==> config.mk <==
export PLATFORM = sky130hd
export DESIGN_NAME = hilo_mul_controller
export DESIGN_NICKNAME = d
export VERILOG_FILES = /design/src/rtl/hilo_pkg.sv /design/src/rtl/hilo_acc64.sv /design/src/rtl/hilo_mul_controller.sv
export SDC_FILE = /design/constraint.sdc
export NUM_CORES = 1
export LEC_CHECK = 0
export CAP_MARGIN = 20
export CORE_ASPECT_RATIO = 1.1
export CORE_MARGIN = 2
export CORE_UTILIZATION = 46
export CTS_CLUSTER_DIAMETER = 30
export DETAILED_ROUTE_END_ITERATION = 12
export PLACE_DENSITY = 0.8
export SYNTH_ARGS = -nofsm -noshare
export SYNTH_HDL_FRONTEND = slang
export SYNTH_HIERARCHICAL = 1
export SYNTH_SLANG_ARGS = --single-unit
export TNS_END_PERCENT = 1
==> constraint.sdc <==
create_clock -name Clk -period 9.72 [get_ports Clk]
set_clock_uncertainty 0.15 [all_clocks]
set_input_delay 1.944 -clock Clk [delete_from_list [all_inputs] [get_ports Clk]]
set_output_delay 1.944 -clock Clk [all_outputs]
set_load 0.01 [all_outputs]
==> src/rtl/hilo_pkg.sv <==
// Shared encodings for the HI/LO multiply sequencer. The ACCUM state exists
// only when HILO_ACCUM_EN is defined.
package hilo_pkg;

    localparam logic [2:0] OP_MULT  = 3'b000;
    localparam logic [2:0] OP_MULTU = 3'b001;
    localparam logic [2:0] OP_MADD  = 3'b010;
    localparam logic [2:0] OP_MSUB  = 3'b011;
    localparam logic [2:0] OP_MTHI  = 3'b100;
    localparam logic [2:0] OP_MTLO  = 3'b101;

    localparam logic [3:0] ALU_MUL  = 4'b1010;
    localparam logic [3:0] ALU_MULU = 4'b1011;
    localparam logic [3:0] ALU_AND  = 4'b0000;

`ifdef HILO_ACCUM_EN
    typedef enum logic [1:0] {
        ST_IDLE,
        ST_MUL,
        ST_ACCUM
    } state_t;
`else
    typedef enum logic {
        ST_IDLE,
        ST_MUL
    } state_t;
`endif

    // Only MULTU uses the unsigned multiplier; MADD/MSUB are signed like MULT.
    function automatic logic [3:0] alu_ctrl_for(input logic [2:0] op);
        return (op == OP_MULTU) ? ALU_MULU : ALU_MUL;
    endfunction

    function automatic logic is_mul_op(input logic [2:0] op);
        logic r;
        r = (op == OP_MULT) || (op == OP_MULTU);
`ifdef HILO_ACCUM_EN
        r = r || (op == OP_MADD) || (op == OP_MSUB);
`endif
        return r;
    endfunction

endpackage

==> src/rtl/hilo_acc64.sv <==
// Combinational 64-bit add/subtract of {Hi,Lo} and the captured product.
// Present only when HILO_ACCUM_EN is defined.
`ifdef HILO_ACCUM_EN
module hilo_acc64 (
    input  logic [63:0] hilo,
    input  logic [63:0] p,
    input  logic        sub,
    output logic [63:0] result
);

    always_comb begin
        result = sub ? (hilo - p) : (hilo + p);
    end

endmodule
`endif

==> src/rtl/hilo_mul_controller.sv <==
// HI/LO owner that sequences the shared ALU through multi-cycle multiplies.
// Define HILO_ACCUM_EN to compile in MADD/MSUB and the ACCUM state.
module hilo_mul_controller
    import hilo_pkg::*;
#(
    parameter int unsigned MUL_LATENCY = 4
) (
    input  logic        Clk,
    input  logic        Reset,
    input  logic        Start,
    input  logic [2:0]  Op,
    input  logic [31:0] A,
    input  logic [31:0] B,
    input  logic        Cancel,
    input  logic [31:0] AluResult,
    input  logic [31:0] AluHi,
    output logic [3:0]  ALUControl,
    output logic [31:0] AluA,
    output logic [31:0] AluB,
    output logic        Busy,
    output logic        Done,
    output logic [31:0] Hi,
    output logic [31:0] Lo
);

    localparam logic [3:0] LAT_M1 = 4'(MUL_LATENCY - 1);

    state_t      state_reg, state_next;
    logic [3:0]  cnt_reg, cnt_next;
    logic [2:0]  op_reg, op_next;
    logic [31:0] a_reg, a_next;
    logic [31:0] b_reg, b_next;
    logic [31:0] hi_reg, hi_next;
    logic [31:0] lo_reg, lo_next;
    logic        done_reg, done_next;
    logic        busy_reg, busy_next;
    logic [3:0]  alu_ctrl_reg, alu_ctrl_next;
    logic [31:0] alu_a_reg, alu_a_next;
    logic [31:0] alu_b_reg, alu_b_next;
    logic [63:0] product;

    assign product = {AluHi, AluResult};

`ifdef HILO_ACCUM_EN
    logic [63:0] p_reg, p_next;
    logic [63:0] acc_sum;

    hilo_acc64 u_acc (
        .hilo   ({hi_reg, lo_reg}),
        .p      (p_reg),
        .sub    (op_reg == OP_MSUB),
        .result (acc_sum)
    );
`endif

    always_comb begin
        state_next = state_reg;
        cnt_next   = cnt_reg;
        op_next    = op_reg;
        a_next     = a_reg;
        b_next     = b_reg;
        hi_next    = hi_reg;
        lo_next    = lo_reg;
        done_next  = 1'b0;
`ifdef HILO_ACCUM_EN
        p_next     = p_reg;
`endif
        case (state_reg)
            ST_IDLE: begin
                if (Start && !Cancel) begin
                    if (Op == OP_MTHI) begin
                        hi_next   = A;
                        done_next = 1'b1;
                    end else if (Op == OP_MTLO) begin
                        lo_next   = A;
                        done_next = 1'b1;
                    end else if (is_mul_op(Op)) begin
                        op_next    = Op;
                        a_next     = A;
                        b_next     = B;
                        cnt_next   = LAT_M1;
                        state_next = ST_MUL;
                    end
                end
            end
            ST_MUL: begin
                if (Cancel) begin
                    state_next = ST_IDLE;
                end else if (cnt_reg == 4'd0) begin
`ifdef HILO_ACCUM_EN
                    if (op_reg == OP_MADD || op_reg == OP_MSUB) begin
                        p_next     = product;
                        state_next = ST_ACCUM;
                    end else
`endif
                    begin
                        {hi_next, lo_next} = product;
                        done_next          = 1'b1;
                        state_next         = ST_IDLE;
                    end
                end else begin
                    cnt_next = cnt_reg - 4'd1;
                end
            end
`ifdef HILO_ACCUM_EN
            ST_ACCUM: begin
                if (!Cancel) begin
                    {hi_next, lo_next} = acc_sum;
                    done_next          = 1'b1;
                end
                state_next = ST_IDLE;
            end
`endif
            default: state_next = ST_IDLE;
        endcase
    end

    // Outputs are registered from next-state values so they change on the edge.
    always_comb begin
        busy_next     = (state_next != ST_IDLE);
        alu_ctrl_next = ALU_AND;
        alu_a_next    = 32'd0;
        alu_b_next    = 32'd0;
        if (state_next == ST_MUL) begin
            alu_ctrl_next = alu_ctrl_for(op_next);
            alu_a_next    = a_next;
            alu_b_next    = b_next;
        end
    end

    always_ff @(posedge Clk or posedge Reset) begin
        if (Reset) begin
            state_reg    <= ST_IDLE;
            cnt_reg      <= 4'd0;
            op_reg       <= 3'd0;
            a_reg        <= 32'd0;
            b_reg        <= 32'd0;
            hi_reg       <= 32'd0;
            lo_reg       <= 32'd0;
            done_reg     <= 1'b0;
            busy_reg     <= 1'b0;
            alu_ctrl_reg <= ALU_AND;
            alu_a_reg    <= 32'd0;
            alu_b_reg    <= 32'd0;
`ifdef HILO_ACCUM_EN
            p_reg        <= 64'd0;
`endif
        end else begin
            state_reg    <= state_next;
            cnt_reg      <= cnt_next;
            op_reg       <= op_next;
            a_reg        <= a_next;
            b_reg        <= b_next;
            hi_reg       <= hi_next;
            lo_reg       <= lo_next;
            done_reg     <= done_next;
            busy_reg     <= busy_next;
            alu_ctrl_reg <= alu_ctrl_next;
            alu_a_reg    <= alu_a_next;
            alu_b_reg    <= alu_b_next;
`ifdef HILO_ACCUM_EN
            p_reg        <= p_next;
`endif
        end
    end

    assign ALUControl = alu_ctrl_reg;
    assign AluA       = alu_a_reg;
    assign AluB       = alu_b_reg;
    assign Busy       = busy_reg;
    assign Done       = done_reg;
    assign Hi         = hi_reg;
    assign Lo         = lo_reg;

endmodule

==> results of run 1 <==
## cell type report
type / count / area [sq um] / area share [%]
tap: 238 / 298 / 2.39
multi-input combinational: 322 / 2730 / 22.0
clock buffer: 49 / 1060 / 8.54
timing repair buffer: 274 / 2750 / 22.1
inverter: 68 / 263 / 2.11
clock inverter: 21 / 287 / 2.30
sequential: 202 / 5060 / 40.6
## worst max-delay path: stages
cell                              delay (ps)
sky130_fd_sc_hd__clkdlybuf4s50_1         460
sky130_fd_sc_hd__or3b_1                  550
sky130_fd_sc_hd__nor2_4                  700
sky130_fd_sc_hd__buf_4                   910
sky130_fd_sc_hd__mux2_2                  430
## path summary, 6_finish.rpt
path,slack (ps),endpoint,startpoint
worst min-delay path,340,AluA[5]$_DFF_PP0_,a_reg[5]$_DFF_PP0_
worst min register to register,340,AluA[5]$_DFF_PP0_,a_reg[5]$_DFF_PP0_
max in group asynchronous,6630,b_reg[5]$_DFF_PP0_,Reset
worst max register to register,6140,a_reg[6]$_DFF_PP0_,ALUControl[1]$_DFF_PP0_
worst max-delay path,4860,a_reg[6]$_DFF_PP0_,Cancel
min in group asynchronous,1730,b_reg[26]$_DFF_PP0_,Reset
## stage by stage
stage | hold WS (ps) | instance area (sq um) | util, % | setup slack, ps | power [mW]
4_1_cts | 338 | 12400 | 70.3 | 4870 | 3.06
2_1_floorplan | 305 | 8290 | - | 2120 | 1.34
3_5_place_dp | 332 | 11100 | 62.6 | 4380 | 1.67
5_1_grt | 355 | 12400 | 70.4 | 4650 | 3.16
3_3_place_gp | 325 | 11100 | 62.6 | 4440 | 1.64
6_report | 338 | 12400 | 70.4 | 4860 | 3.02
## report_power, final
| part | switching (mW) | internal (mW) |
|---|---|---|
| Clock | 0.431 | 0.934 |
| Combinational | 0.232 | 0.328 |
| Sequential | 0.0898 | 1.01 |
## synthesized netlist by cell type
cell type	count	area share [%]
sky130_fd_sc_hd__ha_1	2	0.30
sky130_fd_sc_hd__nand2b_1	2	0.15
sky130_fd_sc_hd__a32o_1	1	0.12
sky130_fd_sc_hd__buf_2	14	0.85
sky130_fd_sc_hd__dfrtp_1	202	61
sky130_fd_sc_hd__nand3_1	3	0.18
sky130_fd_sc_hd__buf_4	6	0.54
sky130_fd_sc_hd__mux2i_1	66	8.0
sky130_fd_sc_hd__or3b_2	1	0.11
sky130_fd_sc_hd__buf_1	4	0.18
sky130_fd_sc_hd__mux2_2	65	8.8
sky130_fd_sc_hd__nor3b_1	1	0.091
sky130_fd_sc_hd__conb_1	1	0.045
sky130_fd_sc_hd__inv_1	68	3.1
sky130_fd_sc_hd__nor2b_1	35	2.6
sky130_fd_sc_hd__o21a_1	2	0.18
sky130_fd_sc_hd__o22ai_1	1	0.076
sky130_fd_sc_hd__a21oi_1	65	3.9
sky130_fd_sc_hd__or2_2	1	0.076
sky130_fd_sc_hd__a22o_1	64	6.8
sky130_fd_sc_hd__nor3_1	1	0.060
sky130_fd_sc_hd__nor2_4	1	0.14
sky130_fd_sc_hd__or3b_1	1	0.11
sky130_fd_sc_hd__o21ai_0	2	0.12
sky130_fd_sc_hd__buf_6	7	0.95
sky130_fd_sc_hd__nand4_1	1	0.076
sky130_fd_sc_hd__o32ai_4	2	0.66
sky130_fd_sc_hd__nor2_1	3	0.14
sky130_fd_sc_hd__nor4bb_1	1	0.12
sky130_fd_sc_hd__clkbuf_1	12	0.54
## kinds of logic (layout without fill, tap and decap cells)
family | count (synthesis) | count (layout) | synth area share (%)
flip-flops | 202 | 202 | 61.0
other | 1 | 1 | 0.0452
AO/OA/AOI/OAI | 137 | 137 | 11.8
buffers and inverters | 111 | 412 | 6.14
AND/OR/NAND/NOR | 51 | 51 | 3.88
adder cells (fa/ha/maj) | 2 | 2 | 0.302
multiplexers | 131 | 131 | 16.8
## layout by cell type, fill, tap and decap left out, drive strengths merged, types with 2 or more instances in the layout
master,instances
a21oi,65
a22o,64
buf,7
bufinv,6
clkbuf,49
clkdlybuf4s50,267
clkinv,9
clkinvlp,2
dfrtp,202
ha,2
inv,72
mux2,65
mux2i,66
nand2b,2
nand3,3
nor2,4
nor2b,35
o21a,2
o21ai,2
o32ai,2
or3b,2
## routing by layer
layer  GRT usage [%]  share of wire [%]  wire length (um)
met5               0                  0                 0
met1            26.3                 39              8400
met4            7.78                2.4               522
met2            38.2                 49             10500
met3            8.22                8.8              1880
==> impl_metrics.py, run 1 <==
metrics = {
    "global_route": {
        "first_pass_grt_wire_length_um": 33700,
        "grt_start_max_net_pins": 149,
        "antenna_found_initial": 0,
        "first_global_vias": 6303,
        "overflow": 0,
        "grt_usage_pct": 22.4,
    },
    "sta": {
        "slew_viol_final": 0,
        "final-setup-viol-count": 0,
        "min_period_ps": 4860,
        "max_slew_margin_pct": 29.6,
        "final_min_period_over_clock_period_pct": 50.0,
        "finalSetupTns_ps": 0,
        "timing_hold_violations_final": 0,
        "max_freq_mhz": 206,
        "grt_setup_unrepaired": "false",
        "max_slew.worst_pin.slew_ps": 1060,
    },
    "cts": {
        "cts_repair_resize_count": 0,
        "clkLatencyLatePin_ps": 500,
        "clock_path_buffers": 3,
        "clock_sink_count": 202,
        "worst_setup_hold_path_clk_slew_ps": 50,
        "tritoncts.num_buffers": 39,
        "post-cts-setup-buffers": 0,
        "cts_root_buf": "sky130_fd_sc_hd__clkbuf_16",
        "hold_buffers": 0,
        "cts_htree_levels": 2,
        "tritoncts": "built",
    },
    "pwr": {
        "vdd.ir_drop.worst_uv": 157,
        "leakage_nw": 5.51,
        "power_per_unit_of_standard_cell_area_nw_per_um2": 243,
    },
    "route": {
        "route.final.wire_length_um": 21300,
        "wl_per_cell_um": 18.2,
        "route.detailed.vias_per_inst": 5.04,
        "routed-via-count": 5921,
        "drtAntennaViolNets": 0,
        "detailedRoute.firstPassIterationCount": 4,
        "drt-initial-drc-count": 234,
        "drc": 0,
    },
    "floorplan": {
        "core.rowCount": 51,
        "start_util_pct": 46.9,
        "die_area_sq_um": 19100,
        "core_sq_um": 17700,
        "floorplan.die.height_um": 145,
        "die_width_um": 132,
        "top_level_ports": 269,
    },
    "logic_synthesis": {
        "avgSynthCellArea_sq_um": 13.1,
        "net_count_synth": 772,
        "post_synth_inst_count": 635,
        "synth_sequential_area_ratio_pct": 61.0,
        "yosysUniqueCellTypes": 30,
        "yosys_warnings": 6,
        "ys_ff_latch": 202,
        "netlist_area_sq_um": 8290,
    },
    "worst_setup_path": {
        "worstRegToRegCells": 4,
        "critical_path.max_fanout": 98,
        "cp_class": "primary input to flop",
        "crit_path_start_kind": "primary input",
        "cp-end-kind": "flop",
        "critPathRequiredTime_ps": 9940,
        "worst_ep_arrival_time_ps": 5080,
    },
    "job": {
        "cap_viol_max_count": 0,
    },
    "run_status": {
        "outcome": "finished clean",
    },
    "min_path": {
        "worst_hold_path_type": "flop to flop",
        "holdPathStages": 1,
    },
    "cells_and_area": {
        "num-fill-cells": 1265,
        "final_net_count": 1044,
        "flow.area_growth_from_synthesis_pct": 50.2,
        "drive_above_1_share_pct": 15.5,
        "finish.cell_count_without_fillers": 1174,
        "num_antenna_cells": 0,
    },
    "placed_design": {
        "place.detailed.instances": 1103,
        "hpwl_um": 13900,
        "place.gp.congestion": 0.799,
        "io_buffer_count": 267,
    },
}
(Power assumes the default switching activity.)
==> inputs of run 2 (changes only) <==
CORE_UTILIZATION = 42   (was 46)
PLACE_DENSITY = 0.77   (was 0.8)
clock period = 4.4 ns   (was 9.72 ns; I/O delays follow)
==> impl_metrics.py, run 2 (synthesized netlist as in run 1, its figures left out) <==
metrics = {
    "pwr": {
        "pwr-share-clk_pct": 48.6,
        "total_internal_power_mw": 5.42,
        "total_power_mw": 7.10,
        "power_per_unit_of_standard_cell_area_nw_per_um2": 559,
        "power.share.sequential_pct": 34.1,
        "vdd.ir_drop.worst_uv": 331,
        "leakage_nw": 5.61,
        "power.share.switching_pct": 23.7,
        "total_switching_power_mw": 1.68,
        "power.combinational.fraction_pct": 17.3,
    },
    "route": {
        "detailedRoute.firstPassIterationCount": 4,
        "wl_per_cell_um": 17.4,
        "route.detailed.vias_per_inst": 4.93,
        "drt-initial-drc-count": 187,
        "route.final.wire_length_um": 20600,
        "drc": 0,
        "drtAntennaViolNets": 0,
        "routed-via-count": 5859,
    },
    "cts": {
        "clkLatencyLatePin_ps": 500,
        "clock_sink_count": 202,
        "hold_buffers": 0,
        "post-cts-setup-buffers": 0,
        "clock_path_buffers": 3,
        "tritoncts.num_buffers": 41,
        "cts_repair_resize_count": 0,
        "tritoncts": "built",
        "cts_root_buf": "sky130_fd_sc_hd__clkbuf_16",
        "worst_setup_hold_path_clk_slew_ps": 50,
        "cts_htree_levels": 2,
    },
    "cells_and_area": {
        "flow.area_growth_from_synthesis_pct": 53.3,
        "layout.cells.most_common": "sky130_fd_sc_hd__clkdlybuf4s50_1",
        "final_net_count": 1048,
        "most-common-layout-cells": "sky130_fd_sc_hd__clkdlybuf4s50_1, sky130_fd_sc_hd__dfrtp_1, sky130_fd_sc_hd__inv_1",
        "num-fill-cells": 1452,
        "num_antenna_cells": 0,
        "drive_above_1_share_pct": 16.3,
    },
    "floorplan": {
        "die_width_um": 138,
        "core_sq_um": 19200,
        "floorplan.die.height_um": 151,
        "top_level_ports": 269,
        "die_area_sq_um": 20900,
        "core.rowCount": 53,
        "start_util_pct": 43.1,
    },
    "global_route": {
        "grt_start_max_net_pins": 88,
        "antenna_found_initial": 0,
        "first_pass_grt_wire_length_um": 31300,
        "overflow": 0,
        "grt_usage_pct": 19.4,
        "first_global_vias": 6114,
    },
    "sta": {
        "fin_worst_hold_slack_ps": 334,
        "finalSetupTns_ps": 0,
        "final-setup-viol-count": 0,
        "grt_setup_unrepaired": "false",
        "timing_hold_violations_final": 0,
        "max_freq_mhz": 349,
        "slew_viol_final": 0,
        "final_min_period_over_clock_period_pct": 65.1,
        "min_period_ps": 2860,
        "max_slew_margin_pct": 49.6,
        "max_slew.worst_pin.slew_ps": 754,
    },
    "worst_setup_path": {
        "timing.critical_path.cells": "clkdlybuf4s50_1 -> or3b_1 -> nor2_4 -> buf_4 -> mux2_2",
        "critical_path.max_stage_delay_ps": 560,
        "critPathRequiredTime_ps": 4620,
        "worst_ep_arrival_time_ps": 3080,
        "crit_slowest_cell": "sky130_fd_sc_hd__or3b_1",
        "cp-end-kind": "flop",
        "critical_path.max_fanout": 56,
        "cp_class": "primary input to flop",
        "crit_path_start_kind": "primary input",
    },
    "placed_design": {
        "io_buffer_count": 267,
        "hpwl_um": 13800,
        "place.gp.congestion": 0.814,
    },
    "min_path": {
        "worst_hold_path_type": "flop to flop",
    },
    "job": {
        "cap_viol_max_count": 0,
    },
    "run_status": {
        "outcome": "finished clean",
    },
}
[run 2: cell types whose count changed in the layout (fill, tap and decap cells not counted), moves of 3 or more]
cell,before,now
sky130_fd_sc_hd__clkbuf_1,5,2
sky130_fd_sc_hd__bufinv_16,6,11
sky130_fd_sc_hd__buf_12,0,4
sky130_fd_sc_hd__clkinvlp_4,2,7
sky130_fd_sc_hd__clkbuf_16,39,42
sky130_fd_sc_hd__inv_6,4,0
[run 2: routing by layer]
metal | vias up | global-route usage (%) | routed length, um
met5 | - | 0 | 0
met4 | 0 | 8.06 | 571
met3 | 38 | 5.59 | 1540
met2 | 187 | 33.4 | 10600
met1 | 2872 | 22.5 | 7960
li1 | 2762 | - | -
[run 2: area by class of cell]
class	count	area, sq um	area share [%]
Sequential cell	202	5060	39.8
Timing Repair Buffer	276	2790	22.0
Multi-Input combinational cell	322	2730	21.5
Clock buffer	49	1130	8.87
Clock inverter	25	434	3.42
Tap cell	247	309	2.43
Inverter	68	259	2.04
[run 2: final timing paths]
path / slack, ps / start / depth (start not counted) / to
min: 330 / a_reg[10]$_DFF_PP0_ / 1 / AluA[10]$_DFF_PP0_
max: 1540 / Cancel / 5 / a_reg[20]$_DFF_PP0_
max in group asynchronous: 2460 / Reset / 3 / ALUControl[1]$_DFF_PP0_
max reg2reg: 1720 / ALUControl[1]$_DFF_PP0_ / 4 / a_reg[20]$_DFF_PP0_
min reg2reg: 330 / a_reg[10]$_DFF_PP0_ / 1 / AluA[10]$_DFF_PP0_
min in group asynchronous: 720 / Reset / 2 / AluB[22]$_DFF_PP0_
[run 2: worst max-delay path, delay by kind of cell]
family                 cells  cell delay (ps)
buffers and inverters      2             1000
muxes                      1              410
and+or+nand+nor            2              750
[run 2: power groups by stage]
stage / clock network (mW) / registers, mW / logic (mW)
final: 3.45 / 2.42 / 1.23
after global placement: 0 / 2.43 / 1.21
after detailed placement: 0 / 2.45 / 1.24
after global routing: 3.61 / 2.47 / 1.34
after CTS: 3.51 / 2.42 / 1.25
after floorplan: 0 / 2.52 / 0.441
[run 2: stage by stage]
stage / cell area [sq um] / utilization (%) / worst slack (ps) / instances
6_report: 12700 / 66.1 / 1540 / 1189
5_1_grt: 12700 / 66.1 / 1470 / 1189
3_5_place_dp: 11100 / 58.0 / 1060 / 1115
3_3_place_gp: 11100 / 58.0 / 1130 / 1115
2_1_floorplan: 8290 / - / 754 / 635
4_1_cts: 12700 / 66.1 / 1540 / 1189
==> inputs of run 3 (changes only) <==
CORE_UTILIZATION = 46   (was 42)
PLACE_DENSITY = 0.8   (was 0.77)
clock period = 2.7 ns   (was 4.4 ns; I/O delays follow)
==> impl_metrics.py, run 3 (synthesized netlist as in run 1, its figures left out) <==
metrics = {
    "run_status": {
        "outcome": "finished clean",
    },
    "cells_and_area": {
        "most-common-layout-cells": "sky130_fd_sc_hd__clkdlybuf4s50_1, sky130_fd_sc_hd__dfrtp_1, sky130_fd_sc_hd__inv_1",
        "drive_above_1_share_pct": 16.7,
        "final_core_utilization_pct": 71.1,
        "flow.area_growth_from_synthesis_pct": 51.7,
        "layout.cells.most_common": "sky130_fd_sc_hd__clkdlybuf4s50_1",
        "finish.cell_count_without_fillers": 1185,
        "num-fill-cells": 1262,
        "final_net_count": 1054,
        "num_antenna_cells": 0,
    },
    "global_route": {
        "grt_start_max_net_pins": 97,
        "antenna_found_initial": 0,
        "grt_usage_pct": 21.4,
        "first_pass_grt_wire_length_um": 32200,
        "first_global_vias": 6054,
        "overflow": 0,
    },
    "pwr": {
        "leakage_nw": 5.55,
        "total_switching_power_mw": 2.75,
        "total_power_mw": 10.7,
        "power.combinational.fraction_pct": 19.1,
        "power.share.sequential_pct": 36.9,
        "pwr-share-clk_pct": 44.0,
        "vdd.ir_drop.worst_uv": 496,
        "power_per_unit_of_standard_cell_area_nw_per_um2": 848,
        "power.share.switching_pct": 25.8,
        "total_internal_power_mw": 7.91,
    },
    "route": {
        "wl_per_cell_um": 17.6,
        "detailedRoute.firstPassIterationCount": 4,
        "route.final.wire_length_um": 20800,
        "route.detailed.vias_per_inst": 4.99,
        "drtAntennaViolNets": 0,
        "drc": 0,
        "routed-via-count": 5918,
        "drt-initial-drc-count": 316,
    },
    "cts": {
        "tritoncts.num_buffers": 39,
        "cts_repair_resize_count": 0,
        "tritoncts": "built",
        "cts_htree_levels": 2,
        "clock_sink_count": 202,
        "clock_path_buffers": 3,
        "cts_root_buf": "sky130_fd_sc_hd__clkbuf_16",
        "hold_buffers": 0,
        "post-cts-setup-buffers": 0,
        "clkLatencyLatePin_ps": 500,
        "worst_setup_hold_path_clk_slew_ps": 50,
    },
    "floorplan": {
        "top_level_ports": 269,
        "floorplan.die.height_um": 145,
        "die_area_sq_um": 19100,
        "core_sq_um": 17700,
        "start_util_pct": 46.9,
        "core.rowCount": 51,
        "die_width_um": 132,
    },
    "sta": {
        "finalSetupTns_ps": 0,
        "fin_worst_hold_slack_ps": 206,
        "timing_hold_violations_final": 0,
        "max_freq_mhz": 438,
        "grt_setup_unrepaired": "false",
        "final-setup-viol-count": 0,
        "slew_viol_final": 0,
        "max_slew_margin_pct": 62.0,
        "final_min_period_over_clock_period_pct": 84.6,
        "max_slew.worst_pin.slew_ps": 569,
        "min_period_ps": 2280,
    },
    "min_path": {
        "worst_hold_path_type": "primary input to async pin",
    },
    "worst_setup_path": {
        "cp-end-kind": "output pin",
        "crit_slowest_cell": "sky130_fd_sc_hd__clkdlybuf4s50_1",
        "worstRegToRegCells": 5,
        "cp_class": "flop to output pin",
        "critical_path.max_fanout": 12,
        "r2r_end": "a_reg[16]$_DFF_PP0_",
        "timing.critical_path.cells": "clkdlybuf4s50_1",
        "worstPathBufferInverterCount": 1,
        "timing.rr.start": "ALUControl[1]$_DFF_PP0_",
        "r2r_slack_ps": 430,
        "critPathRequiredTime_ps": 2010,
        "crit_path_start_kind": "flop",
        "crit_start": "ALUControl[1]$_DFF_PP0_",
        "critical_path.max_stage_delay_ps": 570,
        "worst_ep_arrival_time_ps": 1590,
        "crit_family": "buffers and inverters",
    },
    "job": {
        "cap_viol_max_count": 0,
    },
    "placed_design": {
        "place.detailed.instances": 1114,
        "place.gp.congestion": 0.816,
        "hpwl_um": 14100,
        "io_buffer_count": 267,
    },
}
[run 3: cell types whose count changed in the layout (fill, tap and decap cells not counted), moves of 2 or more]
cell                        change
sky130_fd_sc_hd__inv_6          +6
sky130_fd_sc_hd__buf_4          +3
sky130_fd_sc_hd__clkinv_4       +3
sky130_fd_sc_hd__clkbuf_16      -2
sky130_fd_sc_hd__buf_12         +5
sky130_fd_sc_hd__clkbuf_8       -3
sky130_fd_sc_hd__bufinv_16      -8
[run 3: how the worst max path moves through the flow]
stage,to,slack (ps),depth (start not counted)
after global placement,a_reg[23]$_DFF_PP0_,60,6
final,ALUControl[1],420,1
after detailed placement,a_reg[16]$_DFF_PP0_,10,6
after CTS,ALUControl[1],390,1
after global routing,ALUControl[1],360,1
after floorplan,ALUControl[0]$_DFF_PP0_,-610,1
[run 3: cell type report]
type | count | area [sq um] | share of cell area [%]
repair buffers | 284 | 2910 | 23.2
clock inverters | 26 | 270 | 2.15
well taps | 238 | 298 | 2.37
inverters | 68 | 259 | 2.06
flip-flops and latches | 202 | 5060 | 40.2
multi-input cells | 322 | 2730 | 21.7
clock buffers | 45 | 1040 | 8.27
[run 3: power by group through the flow]
stage,clock network (mW),logic (mW),registers [mW]
finish,4.69,2.04,3.94
CTS,4.79,2.06,3.94
detailed placement,0,2.04,3.98
floorplan,0,0.719,4.10
global placement,0,1.99,3.95
global route,4.95,2.20,4.01
[run 3: metrics by stage]
step / setup slack, ps / instance area, sq um
2_1_floorplan: -606 / 8290
3_3_place_gp: 60.7 / 11300
3_5_place_dp: 14.7 / 11300
4_1_cts: 386 / 12600
5_1_grt: 361 / 12600
6_report: 417 / 12600
[run 3: metal layers]
metal / GRT usage, % / part of all wire, %
met1: 26.4 / 41
met5: 0 / 0
met3: 6.55 / 6.8
met4: 7.04 / 2.1
met2: 36.1 / 50
